==> src/rtl/tff_bank_sched.sv <==
// tff_bank_sched: a WIDTH-bit toggle flip-flop bank shared by two round-robin
// requesters. Each accepted request walks the bank to its target word, flipping
// at most MAX_TOG bits per clock, and signals completion with a one-cycle done.
//
// Handshake: a requester's word is taken when its valid and ready are both high
// at a rising clock edge. Ready is only ever offered in IDLE, and only to the
// arbitration winner. Valid may be raised or dropped at any time; the word is
// sampled at the accepting edge only, and later changes are ignored.
module tff_bank_sched #(
    parameter int WIDTH   = 8,
    parameter int MAX_TOG = 2
) (
    input  logic             clk,
    input  logic             rst,
    input  logic             a_valid,
    output logic             a_ready,
    input  logic [WIDTH-1:0] a_d,
    input  logic             b_valid,
    output logic             b_ready,
    input  logic [WIDTH-1:0] b_d,
    output logic [WIDTH-1:0] q,
    output logic [WIDTH-1:0] t,
    output logic             busy,
    output logic             owner_b,
    output logic             done
);

    typedef enum logic {IDLE = 1'b0, UPDATE = 1'b1} state_t;

    state_t           state;
    state_t           state_next;
    logic [WIDTH-1:0] target;
    logic             last_b;
    logic [WIDTH-1:0] pend;
    logic [WIDTH-1:0] t_step;
    logic             acc_a;
    logic             acc_b;
    logic             accept;
    logic [WIDTH-1:0] win_d;
    logic             last_step;

    assign pend      = target ^ q;
    assign acc_a     = a_valid & a_ready;
    assign acc_b     = b_valid & b_ready;
    assign accept    = acc_a | acc_b;
    assign win_d     = acc_b ? b_d : a_d;
    assign last_step = ((pend ^ t_step) == '0);

    // Pick the lowest-indexed set bits of the pending difference, up to MAX_TOG.
    always_comb begin
        int cnt;
        t_step = '0;
        cnt    = 0;
        for (int i = 0; i < WIDTH; i++) begin
            if (pend[i] && (cnt < MAX_TOG)) begin
                t_step[i] = 1'b1;
                cnt       = cnt + 1;
            end
        end
    end

    // State register.
    always_ff @(posedge clk) begin
        if (rst) state <= IDLE;
        else     state <= state_next;
    end

    // Next-state: leave IDLE only for real work, return once the last bits flip.
    always_comb begin
        state_next = state;
        case (state)
            IDLE:    if (accept && ((win_d ^ q) != '0)) state_next = UPDATE;
            UPDATE:  if (last_step) state_next = IDLE;
            default: state_next = IDLE;
        endcase
    end

    // Outputs: round-robin grant in IDLE (A by default when nobody asks), toggles in UPDATE.
    always_comb begin
        a_ready = 1'b0;
        b_ready = 1'b0;
        t       = '0;
        busy    = 1'b0;
        case (state)
            IDLE: begin
                a_ready = ~b_valid | (a_valid & last_b);
                b_ready = b_valid & (~a_valid | ~last_b);
            end
            UPDATE: begin
                t    = t_step;
                busy = 1'b1;
            end
            default: ;
        endcase
    end

    // Bank, captured request, ownership and the done pulse.
    always_ff @(posedge clk) begin
        if (rst) begin
            q       <= '0;
            target  <= '0;
            owner_b <= 1'b0;
            last_b  <= 1'b1;
            done    <= 1'b0;
        end else begin
            q    <= q ^ t;
            done <= 1'b0;
            if (state == IDLE && accept) begin
                target  <= win_d;
                owner_b <= acc_b;
                last_b  <= acc_b;
                done    <= ((win_d ^ q) == '0);
            end else if (state == UPDATE && last_step) begin
                done <= 1'b1;
            end
        end
    end

endmodule

==> config.mk <==
export PLATFORM = sky130hd
export DESIGN_NAME = tff_bank_sched
export DESIGN_NICKNAME = d
export VERILOG_FILES = /design/src/rtl/tff_bank_sched.sv
export SDC_FILE = /design/constraint.sdc
export NUM_CORES = 1
export LEC_CHECK = 0
export ABC_AREA = 1
export ABC_CLOCK_PERIOD_IN_PS = 6390
export BUFFER_PORTS_ARGS = -buffer_cell sky130_fd_sc_hd__buf_2
export CAP_MARGIN = 10
export CORE_MARGIN = 1.5
export CORE_UTILIZATION = 30
export DETAILED_ROUTE_END_ITERATION = 10
export PLACE_DENSITY = 0.59
export SKIP_LAST_GASP = 1
export SYNTH_ARGS = -nofsm -noshare
export SYNTH_HDL_FRONTEND = slang
export SYNTH_SLANG_ARGS = --single-unit
==> constraint.sdc <==
create_clock -name clk -period 6.39 [get_ports clk]
set_clock_uncertainty 0.05 [all_clocks]
set_input_delay 0.3195 -clock clk [delete_from_list [all_inputs] [get_ports clk]]
set_output_delay 0.3195 -clock clk [all_outputs]
set_load 0.01 [all_outputs]
==> results.md, run 1 <==
* Post-cts gate resize count at 0
* Seq cells post-synth at 20
* Final net count at 273
* Chip Width at approximately 73 um
* Via count at ~1,400
* Max Fclk at ~250 MHz
* Area leader, netlist: dfxtp_1
* Cell Area, Synth at between 1000 and 1500 um2
* Share of layout cells above drive strength 1 at between 30% and 40%
* Net Count, Synth at roughly 230
* Outcome: complete, no violations
* Clock transition at path regs at 0.08 ns
* Post-Synth Simple-Gate Area at between 30% and 40%
* Drt total wl at between 3000 and 4000 um
* Final hold vios at 0
* Core area at about 4700 um2
* Die H at roughly 73 um
* Max H-tree Level at 1
* Data required, critical path at 6.02 ns
* Worst slew margin at about 65%
* FP Rows at 25
* Period Utilization, post-route at between 60 and 70%
* CTS tree: built
* Share of the yosys chip area belonging to registers at 27.4%
* Clock buffer depth at 2
* Design area at 1730 um2
* Most common cell in the synthesized netlist: nand2_1
* CTS root buf: clkbuf_8
* Drt drc at 0
* GRT overflow at 0
* Post-synth cell types at 31
* Initial Util at between 30% and 40%
* Commonest register cell after synthesis: dfxtp_1
* Post-DRT Antenna Nets at 0
* Fillcell total at between 500 and 600
* Clock sinks at 20
* Largest net degree at the start of global routing at 19
* Hold buffers post-CTS at 0
* Compound-Gate Fraction of Synth Area at between 10 and 15%
* # diodes at 0
* Total GRT Usage at a little over an eighth
* WP data arrival at between 3 and 4 ns
* Fin Setup TNS at 0 ns
* Final setup violation count at 0
* Drt via density at roughly 4.5
* Ranking of synthesized cells by area: dfxtp_1, nand2_1, inv_1
* Vias in the first global route at 1,273
* Worst-margin pin slew at about 0.53 ns
* Main combinational cell family by area after synthesis: simple AND/OR/NAND/NOR gates
* Synth cell count leaders: nand2_1, inv_1, dfxtp_1, nor2_1, a21oi_1
* Drt pass-1 iters at 4
* Post-CTS setup buffers at 0
* Post-synth ARST share at 0%
* Initial antenna violation count at 0
* Wire per inst at 11.0 um
* Worst Path Max Fanout at 4
* Worst Setup Start Kind: flop
* Hold Path Class: input port to flop
* Routability cong. at between 0.7 and 0.8
* Synth top area share at 27.4%
* Final Max Slew Viols at 0
* Critical path class: flop to output port
* Global-route wire length before repair at approximately 5600 um
* Placed Area at 1690 um2
* Max cap viols at 0
* Power Dens Cells at between 500 and 600 nW/um2
* Area growth syn-to-layout at 18.3%
* EDFF count, synth at 0
* Ys Warns at 0
* Avg Inst Size Synth at between 6 and 7 um2
* HPWL after detailed placement at 2680 um
* Port bufs at 40
* Worst hold path startpoint: b_d[2]
* Die ar. at approximately 5300 um2
* Unrepaired setup endpoints after global routing: no
* Leak pwr at ~0.9 nW
* Synth Instances at around 210
* XOR/XNOR Fraction of Synth Area at approximately a tenth
* Top-level I/O count at 41
* Clk Latency, worst-skew pair at 0.26 ns
* Synth Area in Adders at under 10%
* VDD IR max at 144 uV
* Fraction of synthesized area in multiplexers at 0%
* Critical Path Sink Type: output port
* Initial DRC Count at 65
* Total CTS buffers at 3
* Final core utilization at 36.8%
* Min Clock Period, post-route at roughly 4 ns
kinds of logic after synthesis:
family	after synthesis
buffers and inverters	40
flip-flops	20
AND/OR/NAND/NOR	98
AO/OA/AOI/OAI	30
adder cells (fa/ha/maj)	4
XOR/XNOR	17
path summary, 6_finish.rpt:
check | end | slack [ns] | cells past startpoint
min reg2reg | owner_b | 0.42 | 2
max reg2reg | done | 2.79 | 21
min | target[2] | 0.34 | 5
max | t[7] | 2.45 | 20
worst max-delay path: stages, from the launching register on:
cell	delay, ns
dfxtp_1	0.36
xnor2_1	0.26
inv_1	0.13
ha_1	0.26
nor2_1	0.14
fa_1	0.48
inv_1	0.12
nor2_2	0.05
nand2_2	0.06
nand2_2	0.07
nand2_2	0.08
nand2_2	0.05
nand2_2	0.08
nor2_4	0.04
nor2_4	0.12
inv_1	0.06
ha_1	0.27
o21ai_0	0.25
nand4_2	0.16
nor2_1	0.12
buf_2	0.13
registers in the layout, indices dropped and copies added (netlist names), named ones only:
signal,flops
owner_b,1
state,1
done,1
target,8
q,6
last_b,1
area by class of cell:
cell class | count | area (um2) | share of cell area, %
multi-input cells | 149 | 886 | 51.3
flip-flops and latches | 20 | 400 | 23.2
repair buffers | 40 | 200 | 11.6
inverters | 35 | 131 | 7.61
well taps | 54 | 67.6 | 3.91
clock buffers | 3 | 41.3 | 2.39
where the power goes:
part	switching, mW	internal [mW]	leakage [nW]
clock	0.0426	0.0421	0.0216
combinational	0.410	0.235	0.736
sequential	0.0403	0.163	0.165
total	0.493	0.440	0.923
routing by layer:
layer  track usage, %  up-vias  share of wire [%]
li1                 -      729                  -
met1             19.2      586                 49
met2             21.1       31                 44
met3             1.66        5                4.9
met4             5.03        0                1.7
met5                0        -                  0
cell usage in the layout, fill, tap and decap left out, drive strengths merged:
cell type and n:
clkbuf 3, nor3 2, o211ai 1, nand2 61
nand4 4, o21ai 12, a311oi 1, or2 1
nand3 10, inv 35, buf 40, fa 1
nor2 20, xnor2 5, dfxtp 20, ha 3
xor2 12, a21oi 16
stage by stage:
stage                     power [mW]  hold WS, ns  cells  setup slack (ns)
after floorplan                0.733        0.379    209              2.95
after global placement         0.850        0.399    298              2.83
after detailed placement       0.854        0.403    298              2.71
after CTS                      0.943        0.343    301              2.42
after global routing            1.03        0.380    301              2.14
final                          0.933        0.340    301              2.45
No activity file was read; power rests on OpenSTA's default activity.
==> run 2: changes to the inputs <==
Settings changed: ABC_CLOCK_PERIOD_IN_PS 6390 to 3550, PLACE_DENSITY 0.59 to 0.61.
Clock period 6.39 ns to 3.55 ns, I/O delays scaled along.
==> results.md, run 2 (synthesis results as in run 1) <==
* Outcome: complete, no violations
* Period Utilization, post-route at ~96%
* Worst path depth at 20
* Top sig layer: met4
* Max cap viols at 0
* Drt drc at 0
* Core area at 4690 um2
* Min Clock Period, post-route at about 3.4 ns
* Total GRT Usage at approximately 14%
* FP Rows at 25
* GRT overflow at 0
* Worst-margin pin slew at around 0.54 ns
* Flop pwr share at between 10% and 20%
* Drt pass-1 iters at 4
* Power Dens Cells at approximately 1100 nW/um2
* Switching power of the nets at 1.00 mW
* Chip Width at approximately 73 um
* Pre-CTS WS at between 0.1 and 0.15 ns
* Critical Path Sink Type: output port
* Max Fclk at about 290 MHz
* Clk pwr share at a little under a tenth
* Die ar. at ~5300 um2
* RR Endpoint: done
* Port bufs at 40
* DR WL met3 at between 100 and 150 um
* Crit-path most repeated cell: nand2_2
* Via count at between 1,000 and 1,500
* VDD IR max at about 340 uV
* Slowest stage delay, CP at approximately 0.47 ns
* Number of buffers and inverters on the critical path at 4
* Clock sinks at 20
* Worst hold path startpoint: b_d[3]
* Fin Setup TNS at 0 ns
* Reg2reg path depth at 22
* Worst Setup Start Kind: flop
* Gate power share at between 70% and 80%
* Worst hold stages at 5
* M1 WL at ~1700 um
* CTS tree: built
* # diodes at 0
* Largest register by flop count: target
* HPWL after detailed placement at ~2700 um
* Setup ws final at around 0.16 ns
* Worst Path Max Fanout at 4
* Most common cell after layout, fill and taps aside: nand2_1
* Design area at approximately 1900 um2
* Vias in the first global route at about 1,300
* Internal reg-to-reg setup slack at 0.26 ns
* Drt via density at 4.52
* Worst slew margin at approximately 64%
* Die H at between 70 and 80 um
* Final net count at roughly 280
* Post-DRT Antenna Nets at 0
* Share of layout cells above drive strength 1 at around two fifths
* Final Max Slew Viols at 0
* Clk Latency, worst-skew pair at 0.27 ns
* Critical path class: flop to output port
* Largest net degree at the start of global routing at 19
* Worst hold endpoint: target[3]
* Fillcell total at about 490
* Top Family by Delay on Critical Path: adder cells
* Total CTS buffers at 3
* Initial DRC Count at 30
* Routability cong. at about 0.85
* Wire per inst at 11.4 um
* Leak pwr at slightly below 1 nW
* Global-route wire length before repair at between 5000 and 6000 um
* Top-level I/O count at 41
* Clock transition at path regs at 0.09 ns
* Drt total wl at 3550 um
* CTS root buf: clkbuf_8
* Max reg flops at 8
* Slowest-stage cell, CP: fa_2
* Commonest non-fill, non-tap cells in the layout: nand2_1, buf_2, inv_1
* WP data arrival at ~3.2 ns
* CP Cell Sequence: xnor2_4, inv_2, ha_4, nor2_4, fa_2, inv_2, nor2_2, nand2_2, nand2_2, nand2_2, nand2_2, nand2_2, nor2_4, nor2_4, inv_1, ha_1, o21ai_2, nand4_2, nor2_2, buf_2
* Final setup violation count at 0
* Hold Path Class: input port to flop
* Initial Util at 31.1%
* Placed Area at roughly 1700 um2
* Largest regs: target: 8 flops, q: 6 flops
* Cell Int Power at approximately 1.0 mW
* WL met2 at 1570 um
* Final hold vios at 0
* Area growth syn-to-layout at 29.0%
* Max H-tree Level at 1
* Clock buffer depth at 2
* Initial antenna violation count at 0
* Switching share of power at about half
* Data required, critical path at roughly 3.3 ns
[run 2: worst max-delay path by stage]
stage,startpoint,slack [ns],to
2_1_floorplan,flop,0.19,done
3_3_place_gp,flop,0.25,t[7]
3_5_place_dp,flop,0.13,done
4_1_cts,flop,0.03,t[7]
5_1_grt,flop,-0.05,t[7]
6_report,flop,0.16,t[7]
[run 2: through the flow]
step	hold WS, ns	std cells	util [%]	total power [mW]
6_report	0.203	312	40.2	2.02
5_1_grt	0.249	312	40.2	2.23
4_1_cts	0.206	306	38.0	1.84
3_5_place_dp	0.404	301	36.4	1.59
3_3_place_gp	0.396	301	36.4	1.58
2_1_floorplan	0.284	209	-	1.32
[run 2: cell type report]
cell class              count  area (um2)  area share, %
clock buffers               4        55.1           2.92
well taps                  54        67.6           3.59
repair buffers             50         275           14.6
multi-input cells         149         948           50.3
flip-flops and latches     20         407           21.6
inverters                  35         131           6.97
[run 2: power groups by stage]
stage / logic (mW) / registers, mW / clock network, mW
finish: 1.46 / 0.377 / 0.185
global route: 1.65 / 0.387 / 0.195
CTS: 1.29 / 0.366 / 0.189
detailed placement: 1.22 / 0.369 / 0
global placement: 1.21 / 0.369 / 0
floorplan: 0.955 / 0.365 / 0
[run 2: repair_timing]
item | CTS | global route
pin swaps | 2 | 9
setup buffers | 1 | 6
hold buffers | 0 | 0
endpoints found under the setup margin | 1 | 1
resized for setup | 7 | 13
[run 2: metal layers]
metal,up-vias,track usage [%]
met2,32,22.7
met1,618,18.9
li1,751,-
met3,9,2.49
met5,-,0
met4,0,6.29
[run 2: tightest hold or removal path, stage by stage]
cell	delay, ns
buf_2	0.08
nand2_1	0.06
nand2_1	0.07
o21ai_0	0.07
inv_1	0.05
